[src/rtl/range_tracker_pkg.sv]
// Shared types for the range tracker: FSM state encoding and error causes.
package range_tracker_pkg;

  typedef enum logic [1:0] {
    S_IDLE      = 2'd0,
    S_RECEIVING = 2'd1,
    S_DONE      = 2'd2,
    S_ERROR     = 2'd3
  } state_t;

  typedef enum logic [1:0] {
    ERR_NONE   = 2'd0,  // no error
    ERR_GOFIN  = 2'd1,  // go and finish in the same cycle
    ERR_NOSESS = 2'd2,  // finish with no open session
    ERR_OVF    = 2'd3   // sample counter would wrap
  } err_t;

endpackage : range_tracker_pkg

[src/rtl/minmax_update.sv]
// Combinational min/max fold of one sample into a running extreme pair.
module minmax_update #(
  parameter int WIDTH  = 16,
  parameter bit SIGNED = 1'b0
) (
  input  logic [WIDTH-1:0] i_max,
  input  logic [WIDTH-1:0] i_min,
  input  logic [WIDTH-1:0] i_sample,
  output logic [WIDTH-1:0] o_max,
  output logic [WIDTH-1:0] o_min
);

  logic w_above_max;
  logic w_below_min;

  // Compare the sample against both extremes and keep whichever wins.
  always_comb begin
    if (SIGNED) begin
      w_above_max = $signed(i_sample) > $signed(i_max);
      w_below_min = $signed(i_sample) < $signed(i_min);
    end else begin
      w_above_max = i_sample > i_max;
      w_below_min = i_sample < i_min;
    end
    o_max = w_above_max ? i_sample : i_max;
    o_min = w_below_min ? i_sample : i_min;
  end

endmodule : minmax_update

[src/rtl/range_tracker.sv]
// Session min/max tracker: frames samples between go and finish, then
// publishes registered max, min, range and count with a one-cycle done pulse.
module range_tracker
  import range_tracker_pkg::*;
#(
  parameter int WIDTH     = 16,
  parameter bit SIGNED    = 1'b0,
  parameter int CNT_WIDTH = 8
) (
  input  logic                 clock,
  input  logic                 reset,
  input  logic [WIDTH-1:0]     data_in,
  input  logic                 go,
  input  logic                 finish,
  input  logic                 valid_in,
  output logic [WIDTH-1:0]     max_out,
  output logic [WIDTH-1:0]     min_out,
  output logic [WIDTH-1:0]     range,
  output logic [CNT_WIDTH-1:0] count,
  output logic                 done,
  output logic                 busy,
  output logic                 error,
  output logic [1:0]           err_code
);

  localparam logic [CNT_WIDTH-1:0] CNT_ONE = CNT_WIDTH'(1);
  localparam logic [CNT_WIDTH-1:0] CNT_MAX = '1;

  state_t r_state, w_state_nxt;
  err_t   r_err,   w_err_nxt;

  logic [WIDTH-1:0]     r_wmax, r_wmin;
  logic [CNT_WIDTH-1:0] r_wcnt;

  logic [WIDTH-1:0]     r_max_out, r_min_out, r_range;
  logic [CNT_WIDTH-1:0] r_count;
  logic                 r_done, r_busy, r_error;

  logic                 w_load_first;  // (re)start the working set from data_in
  logic                 w_fold;        // count data_in into the working set
  logic                 w_publish;     // copy the working set to the outputs
  logic [WIDTH-1:0]     w_upd_max, w_upd_min;
  logic [WIDTH-1:0]     w_fin_max, w_fin_min;
  logic [CNT_WIDTH-1:0] w_fin_cnt;

  // Single fold unit, shared by in-session samples and the finish-cycle sample.
  minmax_update #(
    .WIDTH  (WIDTH),
    .SIGNED (SIGNED)
  ) u_minmax (
    .i_max    (r_wmax),
    .i_min    (r_wmin),
    .i_sample (data_in),
    .o_max    (w_upd_max),
    .o_min    (w_upd_min)
  );

  // Next-state, error cause and datapath control decode.
  always_comb begin
    // NOTE: every output gets a default first so no path leaves it unassigned (no latch).
    w_state_nxt  = r_state;
    w_err_nxt    = r_err;
    w_load_first = 1'b0;
    w_fold       = 1'b0;
    w_publish    = 1'b0;

    if (go && finish) begin
      w_state_nxt = S_ERROR;
      w_err_nxt   = ERR_GOFIN;
    end else if (go) begin
      w_state_nxt  = S_RECEIVING;
      w_err_nxt    = ERR_NONE;
      w_load_first = 1'b1;
    end else if (finish) begin
      if (r_state != S_RECEIVING) begin
        w_state_nxt = S_ERROR;
        w_err_nxt   = ERR_NOSESS;
      end else if (valid_in && (r_wcnt == CNT_MAX)) begin
        w_state_nxt = S_ERROR;
        w_err_nxt   = ERR_OVF;
      end else begin
        w_fold      = valid_in;
        w_publish   = 1'b1;
        w_state_nxt = S_DONE;
      end
    end else if ((r_state == S_RECEIVING) && valid_in) begin
      if (r_wcnt == CNT_MAX) begin
        w_state_nxt = S_ERROR;
        w_err_nxt   = ERR_OVF;
      end else begin
        w_fold = 1'b1;
      end
    end

    // Values published on finish include the finish-cycle sample when folded.
    w_fin_max = w_fold ? w_upd_max : r_wmax;
    w_fin_min = w_fold ? w_upd_min : r_wmin;
    w_fin_cnt = w_fold ? (r_wcnt + CNT_ONE) : r_wcnt;
  end

  // State, working set and result registers.
  always_ff @(posedge clock) begin
    // NOTE: these are individual flops, not a memory array, so every one takes the reset.
    if (reset) begin
      r_state   <= S_IDLE;
      r_err     <= ERR_NONE;
      r_wmax    <= '0;
      r_wmin    <= '0;
      r_wcnt    <= '0;
      r_max_out <= '0;
      r_min_out <= '0;
      r_range   <= '0;
      r_count   <= '0;
      r_done    <= 1'b0;
      r_busy    <= 1'b0;
      r_error   <= 1'b0;
    end else begin
      // NOTE: non-blocking assignments so every flop samples pre-edge values.
      r_state <= w_state_nxt;
      r_err   <= w_err_nxt;
      r_busy  <= (w_state_nxt == S_RECEIVING);
      r_error <= (w_state_nxt == S_ERROR);
      r_done  <= w_publish;

      if (w_load_first) begin
        r_wmax <= data_in;
        r_wmin <= data_in;
        r_wcnt <= CNT_ONE;
      end else if (w_fold) begin
        r_wmax <= w_upd_max;
        r_wmin <= w_upd_min;
        r_wcnt <= r_wcnt + CNT_ONE;
      end

      if (w_publish) begin
        r_max_out <= w_fin_max;
        r_min_out <= w_fin_min;
        r_range   <= w_fin_max - w_fin_min;  // modulo difference, exact since max >= min
        r_count   <= w_fin_cnt;
      end
    end
  end

  assign max_out  = r_max_out;
  assign min_out  = r_min_out;
  assign range    = r_range;
  assign count    = r_count;
  assign done     = r_done;
  assign busy     = r_busy;
  assign error    = r_error;
  assign err_code = r_err;

endmodule : range_tracker

[config.mk]
export PLATFORM = sky130hd
export DESIGN_NAME = range_tracker
export DESIGN_NICKNAME = d
export VERILOG_FILES = /design/src/rtl/range_tracker_pkg.sv /design/src/rtl/minmax_update.sv /design/src/rtl/range_tracker.sv
export SDC_FILE = /design/constraint.sdc
export NUM_CORES = 1
export LEC_CHECK = 0
export ABC_AREA = 1
export CELL_PAD_IN_SITES_DETAIL_PLACEMENT = 0
export CELL_PAD_IN_SITES_GLOBAL_PLACEMENT = 1
export CORE_MARGIN = 1.5
export CORE_UTILIZATION = 25
export CTS_BUF_LIST = sky130_fd_sc_hd__clkbuf_16
export CTS_CLUSTER_DIAMETER = 100
export DETAILED_ROUTE_END_ITERATION = 12
export PLACE_DENSITY_LB_ADDON = 0.1
export SLEW_MARGIN = 0
export SYNTH_ARGS = -nofsm -noshare
export SYNTH_HDL_FRONTEND = slang
export SYNTH_SLANG_ARGS = --single-unit
[constraint.sdc]
create_clock -name clock -period 7.5 [get_ports clock]
set_input_delay 0.75 -clock clock [delete_from_list [all_inputs] [get_ports clock]]
set_output_delay 0.75 -clock clock [all_outputs]
set_load 0.05 [all_outputs]
# ---- After elaboration in Yosys (flattened, before gate mapping)
# Index checks and enable logic that the tools add are counted.
dict set report totals {
  regBits 103
  latch_bits 0
  ram_bits 0
  rom_bits 0
  inputBits 21
  output_inout_bits 61
  elab_cells 72
  memories 0
}
dict set report op_classes {
  n_addsub 2
  mul 0
  n_div 0
  n_lt_le_gt_ge 2
  n_eq_ne 7
  shift 0
  muxes 36
  n_bitwise 0
  n_reduce_logical 11
}
# operator count
set op_table {}
lappend op_table {{$mux W16} 6}
lappend op_table {{$mux W2} 10}
lappend op_table {{$mux W1} 19}
lappend op_table {{$gt A16 B16 Y1} 1}
lappend op_table {{$lt A16 B16 Y1} 1}
lappend op_table {{$sub A16 B16 Y16} 1}
lappend op_table {{$add A8 B1 Y8 const B} 1}
lappend op_table {{$eq A8 B8 Y1 const B} 1}
lappend op_table {{$mux W8} 1}
lappend op_table {{$reduce_bool A4 Y1} 2}
lappend op_table {{$reduce_and A3 Y1} 2}
lappend op_table {{$ne A5 B2 Y1 const B} 1}
lappend op_table {{$eq A2 B1 Y1 const B} 2}
lappend op_table {{$reduce_bool A2 Y1} 2}
lappend op_table {{$logic_and A1 B1 Y1} 3}
lappend op_table {{$ne A3 B1 Y1 const B} 1}
lappend op_table {{$reduce_or A3 Y1} 1}
lappend op_table {{$eq A2 B2 Y1 const B} 1}
lappend op_table {{$ne A2 B1 Y1 const B} 1}
lappend op_table {{$reduce_or A2 Y1} 1}

# ---- Longest topological paths before layout
# Gate-level depths: netlist of the first run.
dict set report logic_depth {
  depth_word 9
  ltp_mapped 26
  depth_no_buf 25
}

# ---- Hierarchy
# Synthesis of the first run repeated with hierarchy kept, for this count alone.
dict set report hier_totals {
  hier_cells 941
  hier_area_um2 6403.6
}
# mod n_inst cells_per_inst area_per_inst_um2 seq_area_each_um2
set modules_own_cells {}
lappend modules_own_cells {range_tracker 1 703 5076.1 2062.0}
lappend modules_own_cells {minmax_update 1 238 1327.5 0.0}

# ---- Least setup slack after synthesis of the first run
# OpenSTA, ideal clock, no wires.
dict set report synth_timing {
  kind {in2reg}
  start {input port data_in[11]}
  end {register r_range[12] (netlist: range[12])}
  setup_ns 0.119
  t_arrival_ns 3.351
  t_required_ns 7.381
  path_slack_ns 4.031
  stages 18
  path_buffers 1
  path_cell_list {ha_1 a21o_1 o21ai_0 nand2_1 nor2_2 nand2_2 buf_4 nand2_1 o21ai_2 ha_1 fa_1 o21ai_1 nand3_1 nand2_1 a21oi_1 o21ai_1 xnor2_1 o21ai_1}
}
dict set report synth_between {
  elab_chain_cells 4
  elab_cells_between_ends 7
  classes_between {add/sub (1); order compare (2); mux (4)}
}
# item line
set synth_rtl {}
lappend synth_rtl {{from (decl)} range_tracker.sv:12} ;# input logic [WIDTH-1:0] data_in,
lappend synth_rtl {{$lt A16 B16 Y1} minmax_update.sv:23} ;# w_below_min = i_sample < i_min;
lappend synth_rtl {{$mux W16} minmax_update.sv:26} ;# o_min = w_below_min ? i_sample : i_min;
lappend synth_rtl {{$mux W16} n/a}
lappend synth_rtl {{net w_fin_min[0]} range_tracker.sv:43} ;# logic [WIDTH-1:0] w_fin_max, w_fin_min;
lappend synth_rtl {{$sub A16 B16 Y16} range_tracker.sv:138} ;# r_range <= w_fin_max - w_fin_min;
lappend synth_rtl {{to (signal assigned)} range_tracker.sv:138}
lappend synth_rtl {{to (decl)} range_tracker.sv:35} ;# logic [WIDTH-1:0] r_max_out, r_min_out, r_range;
# The timed path passes the listed nets, and every way through them passes these cells.
# A chain may end at the register's enable or synchronous reset.

# ---- Final worst setup path of the first run
# Ends and elaborated chain as after synthesis.

==> results of run 1 <==
## worst paths after layout
path | start | end | slack [ns] | cells after the start
max reg2reg | r_wmin[11]$_SDFF_PP0_ | range[12]$_SDFFE_PP0P_ | 3.49 | 18
min | min_out[6]$_SDFFE_PP0P_ | min_out[6]$_SDFFE_PP0P_ | 0.46 | 2
min reg2reg | min_out[6]$_SDFFE_PP0P_ | min_out[6]$_SDFFE_PP0P_ | 0.46 | 2
max | data_in[11] | range[12]$_SDFFE_PP0P_ | 2.87 | 18
## synth_stat cells, types with 2 or more instances
cell type	number	share of area [%]
o21ai_0	98	9.4
clkbuf_1	6	0.43
clkbuf_2	3	0.29
inv_2	2	0.14
dfxtp_1	103	40
o21ai_1	22	2.1
ha_1	47	11
nor2_2	2	0.24
nor2_1	31	2.2
nand4_1	4	0.48
nand2_2	3	0.36
nor2_4	2	0.43
buf_2	7	0.67
o21ai_2	5	0.84
nand3_1	30	2.9
nor3_1	3	0.29
o21bai_1	2	0.29
xor2_1	7	1.2
nor3_2	2	0.38
xnor2_1	8	1.3
buf_6	5	1.1
a22o_1	2	0.34
inv_1	79	5.7
a21o_1	4	0.58
a21oi_1	33	3.2
nand2_1	162	12
buf_4	3	0.43
## registers in the layout (all words and copies together) (netlist names)
| signal | count |
|---|---|
| r_wmin | 16 |
| r_state | 2 |
| busy | 1 |
| count | 8 |
| r_wcnt | 8 |
| r_wmax | 16 |
| err_code | 2 |
| min_out | 16 |
| error | 1 |
| range | 16 |
| max_out | 16 |
| done | 1 |
## cell families after synthesis
logic type	synth area share, %
and+or+nand+nor	19.84
AOI/OAI and AO/OA	17.31
buffers and inverters	8.824
DFF	39.62
adders and majority gates	11.69
xor gates and xnor gates	2.525
muxes	0.1924
## tightest hold or removal path: cells and delay by family (launching register included)
| family | cells | cell delay [ns] |
|---|---|---|
| AO/OA/AOI/OAI | 1 | 0.05 |
| flip-flops | 1 | 0.33 |
| AND/OR/NAND/NOR | 1 | 0.05 |
## layer usage
layer | vias up | wire [um] | global-route usage [%]
met3 | 16 | 637 | 3.137
met4 | 0 | 270 | 4.800
met5 | - | 0 | 0
met2 | 100 | 7322 | 25.49
met1 | 2050 | 7367 | 18.92
li1 | 2395 | - | -
## area by class of cell
class / count / area share, %
multi-input cells: 478 / 41.20
repair buffers: 84 / 12.74
well taps: 270 / 5.166
flip-flops and latches: 103 / 31.53
clock buffers: 9 / 3.444
inverters: 82 / 4.707
clock inverters: 7 / 1.206
## through the flow
step	util, %	setup slack (ns)	instances
6_report	32.21	2.874	1033
5_1_grt	32.21	2.491	1033
4_1_cts	32.21	2.792	1033
3_5_place_dp	30.71	2.426	1017
3_3_place_gp	30.71	2.362	1017
2_1_floorplan	-	4.031	687
## power breakdown
| part | internal, W | switching, W | total [W] | leakage (nW) |
|---|---|---|---|---|
| Sequential | 0.000568 | 0.00000891 | 0.000577 | 0.837 |
| Clock | 0.000264 | 0.000234 | 0.000498 | 0.151 |
| Combinational | 0.000114 | 0.000220 | 0.000334 | 1.86 |
| Total | 0.000947 | 0.000463 | 0.00141 | 2.85 |
==> impl_metrics.ini, run 1 <==
[status]
status = finished, final reports clean

[worst_setup_path]
slowest_delay_ns = 0.50
start_kind = input port
path_buf_inv = 1
critPathArrivalTime_ns = 4.84
crit_fanout = 32
crit_family = compound AO/OA/AOI/OAI gates
worst_ep_required_time_ns = 7.72
cpMaxStageDelayCell = clkdlybuf4s50_1
crit_type = in2reg
cp_cell_sequence = clkdlybuf4s50_1 > ha_1 > a21o_1 > o21ai_0 > nand2_1 > nor2_2 > nand2_2 > nand2_1 > o21ai_2 > ha_1 > fa_1 > o21ai_1 > nand3_1 > nand2_1 > a21oi_1 > o21ai_1 > xnor2_1 > o21ai_1
cp-end-kind = flop

[floorplan]
die_w_um = 147.3
io_pins = 82
core_area_mm2 = 0.02030
rows = 52
die_h_um = 147.3
start_util_pct = 25.63
die_area_mm2 = 0.02169

[layout]
post-route-cell-area_mm2 = 0.006539
final_cell_mix = nand2_1, dfxtp_1, o21ai_0
fill_cells = 2204
num-nets-final = 827
multi_input_area_mm2 = 0.002694
syn2layout_area_growth_pct = 25.66
diodes = 0
regArea_mm2 = 0.002062
drive_gt1_share_pct = 4.980
layout_commonest_cell = nand2_1

[place]
gp_congestion = 0.7955
io_buffers = 81
dpl.hpwl_um = 11650
placed_area_mm2 = 0.006235

[clock_tree]
clk_latency_ns = 0.36
root_buffer = clkbuf_16
tritoncts = yes
post-cts-setup-buffer-count = 0
clock_sinks = 103
htree_levels = 3
cts-resized-gates = 0
cts_buffers = 9
holdBufCountCts = 0
path_clk_slew_ns = 0.08
clk_path_buf_depth = 2

[synthesis]
ys_ff_latch = 103
synth_nets = 756
ys.warnings.count = 0
netlist_instances = 687
yosysUniqueCellTypes = 39
yosysSeqAreaShare_pct = 39.62
synth_area_mm2 = 0.005204
synthFlopType = dfxtp_1
synth-edff-count = 0
synthArstFlopShare_pct = 0
syn_area_per_cell_um2 = 7.575

[sta]
period_needed_ns = 4.626
hold_viol_final = 0
rsz0062_at_grt = false
setup_tns_ns = 0
skew_ns = 0.006924
clock.fmax_ghz = 0.2162
relSlewSlack_pct = 44.67
setup_viol = 0
slew_violations = 0
worst_slew_pin_slew_ns = 0.8288
fin_hold_ws_ns = 0.4577
min_period_over_period_pct = 61.67

[global_routing]
grt_pass1_wl_um = 24810
grt_pass1_vias = 4509
grt_antenna_before_repair = 0
grt_max_degree = 50
grt_usage_pct = 15.00
gr-total-overflow = 0

[detailed_routing]
vias = 4561
ant_nets = 0
first_iter_violations = 186
dr.pass1.iters = 4
wl_per_cell_um = 15.10
vias_per_cell = 4.415
drt_wl_total_um = 15600
drc = 0

[power_and_ir_drop]
leakagePower_nw = 2.846
finalPower_w = 0.001410
p_per_area_mw_per_mm2 = 215.6
ir_drop_uv = 113.6

[flow_run]
cap_violations = 0

[min_path]
hp-class = reg2reg
(Power assumes the default switching activity.)
==> inputs of run 2 (changes only) <==
==> constraint.sdc (replaced) <==
create_clock -name clock -period 4 [get_ports clock]
set_input_delay 0.4 -clock clock [delete_from_list [all_inputs] [get_ports clock]]
set_output_delay 0.4 -clock clock [all_outputs]
set_load 0.05 [all_outputs]
==> run 2 against run 1 <==
  * Non-clock buffer count rose by 67
  * Routed wire length is 3.8% higher
  * Total power is 91% higher
  * Critical path type unchanged
  * Highest routed layer unchanged
==> impl_metrics.ini, run 2 (synthesized netlist as in run 1, its figures left out) <==
[worst_setup_path]
crit_type = in2reg
timing.rr.end = range[12]$_SDFFE_PP0P_
cp-end-kind = flop
start_kind = input port
reg2reg_from = r_wmax[15]$_SDFF_PP0_
reg2reg_slack_ns = 0.49
critPathArrivalTime_ns = 3.92
reg2reg_depth = 19
crit_fanout = 17
worst_ep_required_time_ns = 4.22

[clock_tree]
tritoncts = yes
htree_levels = 3
clk_path_buf_depth = 2
post-cts-setup-buffer-count = 0
root_buffer = clkbuf_16
clock_sinks = 103
cts_buffers = 9
holdBufCountCts = 0
clk_latency_ns = 0.36
path_clk_slew_ns = 0.07

[floorplan]
io_pins = 82
die_area_mm2 = 0.02169
die_w_um = 147.3
rows = 52
start_util_pct = 25.63
core_area_mm2 = 0.02030
die_h_um = 147.3

[detailed_routing]
drc = 0
drt_wl_total_um = 16190
ant_nets = 0
dr.pass1.iters = 4
first_iter_violations = 207
wl_per_cell_um = 14.71
vias_per_cell = 4.394
vias = 4833

[min_path]
hold_start = min_out[5]$_SDFFE_PP0P_
hp-class = reg2reg
whs_path_depth = 2
hold_end = min_out[5]$_SDFFE_PP0P_

[sta]
hold_viol_final = 0
min_period_over_period_pct = 92.49
relSlewSlack_pct = 45.68
worst_slew_pin_slew_ns = 0.8136
skew_ns = 0.009899
setup_viol = 0
slew_violations = 0
rsz0062_at_grt = true
period_needed_ns = 3.700
clock.fmax_ghz = 0.2703

[layout]
layout_commonest_cell = nand2_1
diodes = 0
drive_gt1_share_pct = 13.01
final_cell_mix = nand2_1, dfxtp_1, o21ai_0
post-route-cell-area_mm2 = 0.007042
num-nets-final = 894
syn2layout_area_growth_pct = 35.32
layout.cells.non_filler = 1100
fill_cells = 2183

[place]
dpl.hpwl_um = 12610
placed_area_mm2 = 0.006750
io_buffers = 81
dp.cells = 1084
gp_congestion = 0.8002

[global_routing]
grt_usage_pct = 15.45
grt_pass1_vias = 4880
grt_max_degree = 50
gr-total-overflow = 0
grt_pass1_wl_um = 25800
grt_antenna_before_repair = 0

[power_and_ir_drop]
ir_drop_uv = 198.3
leakagePower_nw = 3.133
p_per_area_mw_per_mm2 = 381.6

[status]
status = finished, final reports clean

[flow_run]
cap_violations = 0
-- run 2: area by class of cell --
class | instances | area [um2] | area share [%]
clock inverters | 7 | 57.56 | 0.8173
clock buffers | 9 | 225.2 | 3.198
flip-flops and latches | 103 | 2062 | 29.28
repair buffers | 151 | 1349 | 19.15
multi-input cells | 478 | 2703 | 38.38
inverters | 82 | 307.8 | 4.371
well taps | 270 | 337.8 | 4.797
-- run 2: how the worst max path moves through the flow --
stage	slack, ns	endpoint	depth (start not counted)	start
final	0.30	range[12]$_SDFFE_PP0P_	19	data_in[15]
after global routing	-0.02	range[12]$_SDFFE_PP0P_	19	data_in[15]
after CTS	0.22	range[15]$_SDFFE_PP0P_	22	data_in[7]
after detailed placement	-0.16	range[15]$_SDFFE_PP0P_	22	data_in[15]
after global placement	-0.14	range[15]$_SDFFE_PP0P_	22	data_in[7]
after floorplan	0.88	range[12]$_SDFFE_PP0P_	18	data_in[11]
-- run 2: what timing repair did --
action | in CTS | in global routing
resized for setup | 0 | 4
endpoints found under the setup margin | 0 | 4
endpoints found under the hold margin | 0 | 0
-- run 2: metal layers --
| metal | global-route usage [%] | up-vias | wire length (um) |
|---|---|---|---|
| met3 | 2.950 | 17 | 694 |
| met1 | 18.95 | 2199 | 7324 |
| met2 | 27.35 | 90 | 7920 |
| met5 | 0 | - | 0 |
| met4 | 4.500 | 0 | 246 |
| li1 | - | 2527 | - |
-- run 2: stage by stage --
step / power, W / TNS, ns / utilization, % / worst slack (ns) / hold slack [ns]
after floorplan: 0.001531 / 0 / - / 0.8807 / 0.4691
after global placement: 0.001853 / -0.2789 / 33.25 / -0.1405 / 0.4454
after detailed placement: 0.001854 / -0.2955 / 33.25 / -0.1636 / 0.4463
after CTS: 0.002734 / 0 / 34.65 / 0.2215 / 0.4601
after global routing: 0.002862 / -0.01625 / 34.69 / -0.01625 / 0.4843
final: 0.002687 / 0 / 34.69 / 0.3004 / 0.4555
-- run 2: critical path: stages --
cell	delay [ns]
clkdlybuf4s50_1	0.49
ha_1	0.34
nand2_1	0.06
nor2_1	0.19
nand2_1	0.13
inv_1	0.07
nand2_1	0.05
nand2_1	0.11
nand2_4	0.14
buf_4	0.17
o21ai_0	0.33
inv_1	0.09
ha_1	0.36
a21oi_1	0.24
o21ai_0	0.17
a21oi_1	0.23
o21ai_1	0.12
xnor2_1	0.14
o21ai_1	0.07
-- run 2: power breakdown --
part	leakage (nW)	switching [W]	total [W]	internal [W]
logic	2.17	0.000427	0.000741	0.000314
registers	0.837	0.0000180	0.00108	0.00107
clock network	0.129	0.000433	0.000862	0.000429
total	3.13	0.000878	0.00269	0.00181
==> inputs of run 3 (changes only) <==
--- a/config.mk
+++ b/config.mk
@@ -9,10 +9,11 @@
 export CELL_PAD_IN_SITES_DETAIL_PLACEMENT = 0
 export CELL_PAD_IN_SITES_GLOBAL_PLACEMENT = 1
 export CORE_MARGIN = 1.5
-export CORE_UTILIZATION = 25
+export CORE_UTILIZATION = 42
 export CTS_BUF_LIST = sky130_fd_sc_hd__clkbuf_16
 export CTS_CLUSTER_DIAMETER = 100
 export DETAILED_ROUTE_END_ITERATION = 12
+export DONT_BUFFER_PORTS = 1
 export PLACE_DENSITY_LB_ADDON = 0.1
 export SLEW_MARGIN = 0
 export SYNTH_ARGS = -nofsm -noshare
==> run 3 against run 2 <==
  * Combinational power fell by 32%
  * Clock-buffer cell count did not move
  * Global-route usage rose by 6.8 points
  * Die area fell by 40%
  * Critical path depth rose by 1
  * Utilization rose by 13 points
  * Hold slack got worse by 0.34 ns
  * Routed wire length fell by 15%
==> impl_metrics.ini, run 3 (synthesized netlist as in run 1, its figures left out) <==
[floorplan]
die_w_um = 114.3
core_area_mm2 = 0.01206
io_pins = 82
rows = 40
die_h_um = 114.3
die_area_mm2 = 0.01307
start_util_pct = 43.14

[clock_tree]
htree_levels = 3
root_buffer = clkbuf_16
tritoncts = yes
clk_latency_ns = 0.36
clock_sinks = 103
post-cts-setup-buffer-count = 0
clk_path_buf_depth = 2
cts_buffers = 9
path_clk_slew_ns = 0.07

[power_and_ir_drop]
p_sw_w = 0.0007848
p_sw_share_pct = 29.71
leakagePower_nw = 2.626
p_clk_share_pct = 37.5
p_comb_share_pct = 19.2
p_int_w = 0.001857
seqPwrFrac_pct = 43.4
p_per_area_mw_per_mm2 = 460.6
ir_drop_uv = 239.5

[sta]
worst_slew_pin_slew_ns = 0.9001
relSlewSlack_pct = 39.86
hold_viol_final = 0
clock.fmax_ghz = 0.2754
skew_ns = 0.007646
fin_ws_ns = 0.3689
min_period_over_period_pct = 90.78
setup_tns_ns = 0
rsz0062_at_grt = false
setup_viol = 0
slew_violations = 0
period_needed_ns = 3.631

[worst_setup_path]
critPathArrivalTime_ns = 3.84
reg2reg_depth = 20
reg2reg_slack_ns = 0.37
cp-endpoint = range[12]$_SDFFE_PP0P_
worst_ep_required_time_ns = 4.21
timing.rr.end = range[12]$_SDFFE_PP0P_
cp-end-kind = flop
crit_type = reg2reg
reg2reg_from = r_wmax[15]$_SDFF_PP0_
cp-startpoint = r_wmax[15]$_SDFF_PP0_
start_kind = flop
crit_fanout = 32

[detailed_routing]
wl_per_cell_um = 15.90
drc = 0
first_iter_violations = 185
vias_per_cell = 5.160
ant_nets = 0
drt_wl_total_um = 13690
vias = 4443
dr.pass1.iters = 4

[place]
gp_congestion = 0.8602
dp_slack_ns = 0.2792
io_buffers = 0
dpl.hpwl_um = 10360
placed_area_mm2 = 0.005391

[global_routing]
grt_max_degree = 50
grt_pass1_vias = 4122
grt_pass1_wl_um = 21950
grt_usage_pct = 22.22
grt_antenna_before_repair = 0
gr-total-overflow = 0

[flow_run]
cap_violations = 0

[layout]
layout_commonest_cell = nand2_1
diodes = 0
syn2layout_area_growth_pct = 10.22
drive_gt1_share_pct = 6.782
fill_cells = 1235
regArea_mm2 = 0.002062
multi_input_area_mm2 = 0.002701
final_cell_mix = nand2_1, dfxtp_1, o21ai_0
num-nets-final = 757
post-route-cell-area_mm2 = 0.005736

[min_path]
hp-class = in2reg

[status]
status = finished, final reports clean
[run 3: metrics by stage]
stage | power, W | hold WS, ns | utilization [%] | std cells
3_3_place_gp | 0.001672 | 0.4732 | 44.70 | 845
3_5_place_dp | 0.001675 | 0.4780 | 44.70 | 845
5_1_grt | 0.002787 | 0.09430 | 47.55 | 861
6_report | 0.002642 | 0.1109 | 47.55 | 861
4_1_cts | 0.002673 | 0.09714 | 47.49 | 861
2_1_floorplan | 0.001531 | 0.4691 | - | 687
[run 3: what timing repair did]
| item | CTS | global route |
|---|---|---|
| gates resized for setup | 0 | 1 |
| endpoints found under the setup margin | 0 | 1 |
| hold buffers | 0 | 0 |
[run 3: critical path: stages, from the launching register on]
cell and delay, ns:
dfxtp_1 0.32, inv_1 0.07, ha_1 0.29, nand2_1 0.07
nor2_1 0.21, nand2_1 0.11, inv_1 0.06, nand2_1 0.05
nand2_1 0.13, nand2_4 0.21, o21ai_0 0.40, inv_1 0.14
ha_1 0.36, a21oi_1 0.16, o21ai_1 0.11, nand3_1 0.08
nand2_1 0.14, a21oi_1 0.24, o21ai_1 0.10, xnor2_1 0.17
o21ai_1 0.07
[run 3: worst min-delay path by stage]
stage          start                    to  slack (ns)  depth (start not counted)
2_1_floorplan  reset  r_wmax[0]$_SDFF_PP0_        0.47                          1
3_3_place_gp   reset  r_wmax[0]$_SDFF_PP0_        0.47                          1
3_5_place_dp   reset  r_wmin[0]$_SDFF_PP0_        0.48                          1
4_1_cts        reset  r_wmin[0]$_SDFF_PP0_         0.1                          1
5_1_grt        reset  r_wmin[0]$_SDFF_PP0_        0.09                          1
6_report       reset  r_wmin[0]$_SDFF_PP0_        0.11                          1
[run 3: power groups by stage]
stage          clock network (W)  logic (W)  registers [W]
2_1_floorplan                  0   0.000369        0.00116
6_report                0.000990   0.000506        0.00115
4_1_cts                  0.00102   0.000510        0.00115
3_5_place_dp                   0   0.000506        0.00117
3_3_place_gp                   0   0.000504        0.00117
5_1_grt                  0.00106   0.000581        0.00115
[run 3: area by class of cell]
class | count | area share, %
Tap cell | 168 | 3.665
Clock inverter | 7 | 1.942
Inverter | 82 | 5.366
Sequential cell | 103 | 35.95
Multi-Input combinational cell | 478 | 47.10
Timing Repair Buffer | 14 | 2.051
Clock buffer | 9 | 3.927
[run 3: layer usage]
metal / part of all wire (%) / GRT usage, % / up-vias / wire (um)
li1: - / - / 2260 / -
met1: 45 / 28.64 / 2055 / 6190
met2: 46 / 35.42 / 109 / 6260
met3: 7.0 / 6.776 / 19 / 965
met4: 2.0 / 7.667 / 0 / 272
met5: 0 / 0 / - / 0
==> edit: new RTL, settings of run 2 <==
`SIGNED` is set to 1'b0 in 2 places; all go to 1'b1.
--- a/src/rtl/minmax_update.sv
+++ b/src/rtl/minmax_update.sv
@@ -3,3 +3,3 @@
   parameter int WIDTH  = 16,
-  parameter bit SIGNED = 1'b0
+  parameter bit SIGNED = 1'b1
 ) (
--- a/src/rtl/range_tracker.sv
+++ b/src/rtl/range_tracker.sv
@@ -6,3 +6,3 @@
   parameter int WIDTH     = 16,
-  parameter bit SIGNED    = 1'b0,
+  parameter bit SIGNED    = 1'b1,
   parameter int CNT_WIDTH = 8
Formal check against the unedited RTL: not equivalent (Yosys sat finds a counterexample within 4 cycles, from zero or initial values and one cycle with reset high).
==> edit against run 2 <==
- area after synthesis increased by 3.9%
- global-route usage increased by 0.65 points
- design area increased by 9.2%
- total power increased by 8.1%
- setup slack got worse by 0.025 ns
- clock skew decreased by 0.0025 ns
- sequential cell count unchanged
- via count increased by 6.7%
- clock power decreased by 2%
- wire length increased by 8.6%
- utilization increased by 1.8 points
- critical endpoint is now range[8]
==> edit: results (changes against run 2) <==
Placed design
  • Cell Area, Placed: 0.00727 mm2 (was 0.00675 mm2)
  • Dpl cells: 1149 (was 1084)

Synth
  • Syn_nets: 777 (was 756)
  • Post-synth top cells: 154 x nand2_1, 103 x dfxtp_1, 89 x inv_1 (was 162 x nand2_1, 103 x dfxtp_1, 98 x o21ai_0)
  • Mux contribution to synthesized area: 0.185% (was 0.192%)
  • Post-Synth Adder-Cell Area: 11.2% (was 11.7%)
  • Synth area leaders: dfxtp_1 38%, ha_1 11%, nand2_1 11% (was dfxtp_1 40%, nand2_1 12%, ha_1 11%)
  • Synth cell types: 45 (was 39)
  • XOR/XNOR Fraction of Synth Area: 2.27% (was 2.52%)
  • Synth Area in Compound Gates: 17.5% (was 17.3%)
  • Post-Synthesis Cells: 708 (was 687)

Critical path
  • R2R Setup Slk: 0.38 ns (was 0.49 ns)
  • CP Data Arrival Time: 3.94 ns (was 3.92 ns)
  • Critical Path Sink: range[8] (was range[12])
  • Delay-heaviest family, CP: simple AND/OR/NAND/NOR gates (was compound AO/OA/AOI/OAI gates)
  • Crit. Startpoint: data_in[10] (was data_in[15])
  • Peak fanout along the critical path: 8 (was 17)
  • Reg2reg path depth: 22 (was 19)

Timing
  • Slew headroom: 61.7% (was 45.7%)
  • Setup Skew: 0.00744 ns (was 0.00990 ns)

Final layout
  • Inverters: 96 (was 82)
  • Layout cell share with drive strength beyond 1: 21.0% (was 13.0%)
  • Final Core Density: 36.5% (was 34.7%)
  • Multi-input logic area: 0.00295 mm2 (was 0.00270 mm2)
  • #MultiIn Comb: 485 (was 478)
  • Seq/total area: 26.8% (was 29.3%)
  • Sequential cell count: 103 (unchanged)
  • Layout net count: 955 (was 894)
  • Fillers: 2231 (was 2183)
  • Nonclk buf count: 191 (was 151)
  • Buffering overhead: 22.0% (was 19.2%)

Global routing
  • Vias in the first global route: 5099 (was 4880)
  • Gr usage total: 16.1% (was 15.5%)
  • Met3 Use GR: 1.92% (was 2.95%)
  • Met1 GRT Util: 23.3% (was 19.0%)
  • Met2 Track Usage GR: 24.7% (was 27.3%)
  • Maximum number of pins on one net before global-route repair: 49 (was 50)

Routing
  • Vias per std cell: 4.42 (was 4.39)
  • Routed length on met3: 441 um (was 694 um)
  • Routed wl met2: 7640 um (was 7920 um)

Power and ir drop
  • Maximum vdd drop: 215 uV (was 198 uV)
  • Leakage: 3.48 nW (was 3.13 nW)

Run status
  • Status: completed (unchanged)

Min path
  • Hold_sp: range[9] (was min_out[5])
  • Worst Hold Path EP: range[9] (was min_out[5])

Die
  • Row cnt: 53 (was 52)
-- edit: cell count changes after synthesis, moves of 4 or more --
cell	delta
a21o_1	-4
inv_1	+10
nand2_1	-8
nand2_2	+4
nand3_2	+5
nor3_1	+6
o21ai_0	-25
o21ai_1	+10
o21ai_2	+11
-- edit: where the power goes --
part | switching (W) | internal [W]
Combinational | 0.000536 | 0.000435
Sequential | 0.0000184 | 0.00107
Clock | 0.000422 | 0.000423
-- edit: through the flow --
stage          hold WS, ns  power, W  setup WS (ns)
6_report             0.456   0.00290          0.275
5_1_grt              0.485   0.00308         0.0158
4_1_cts              0.455   0.00291         0.0333
3_5_place_dp         0.440   0.00204         -0.311
3_3_place_gp         0.444   0.00204         -0.311
2_1_floorplan        0.462   0.00160          0.630
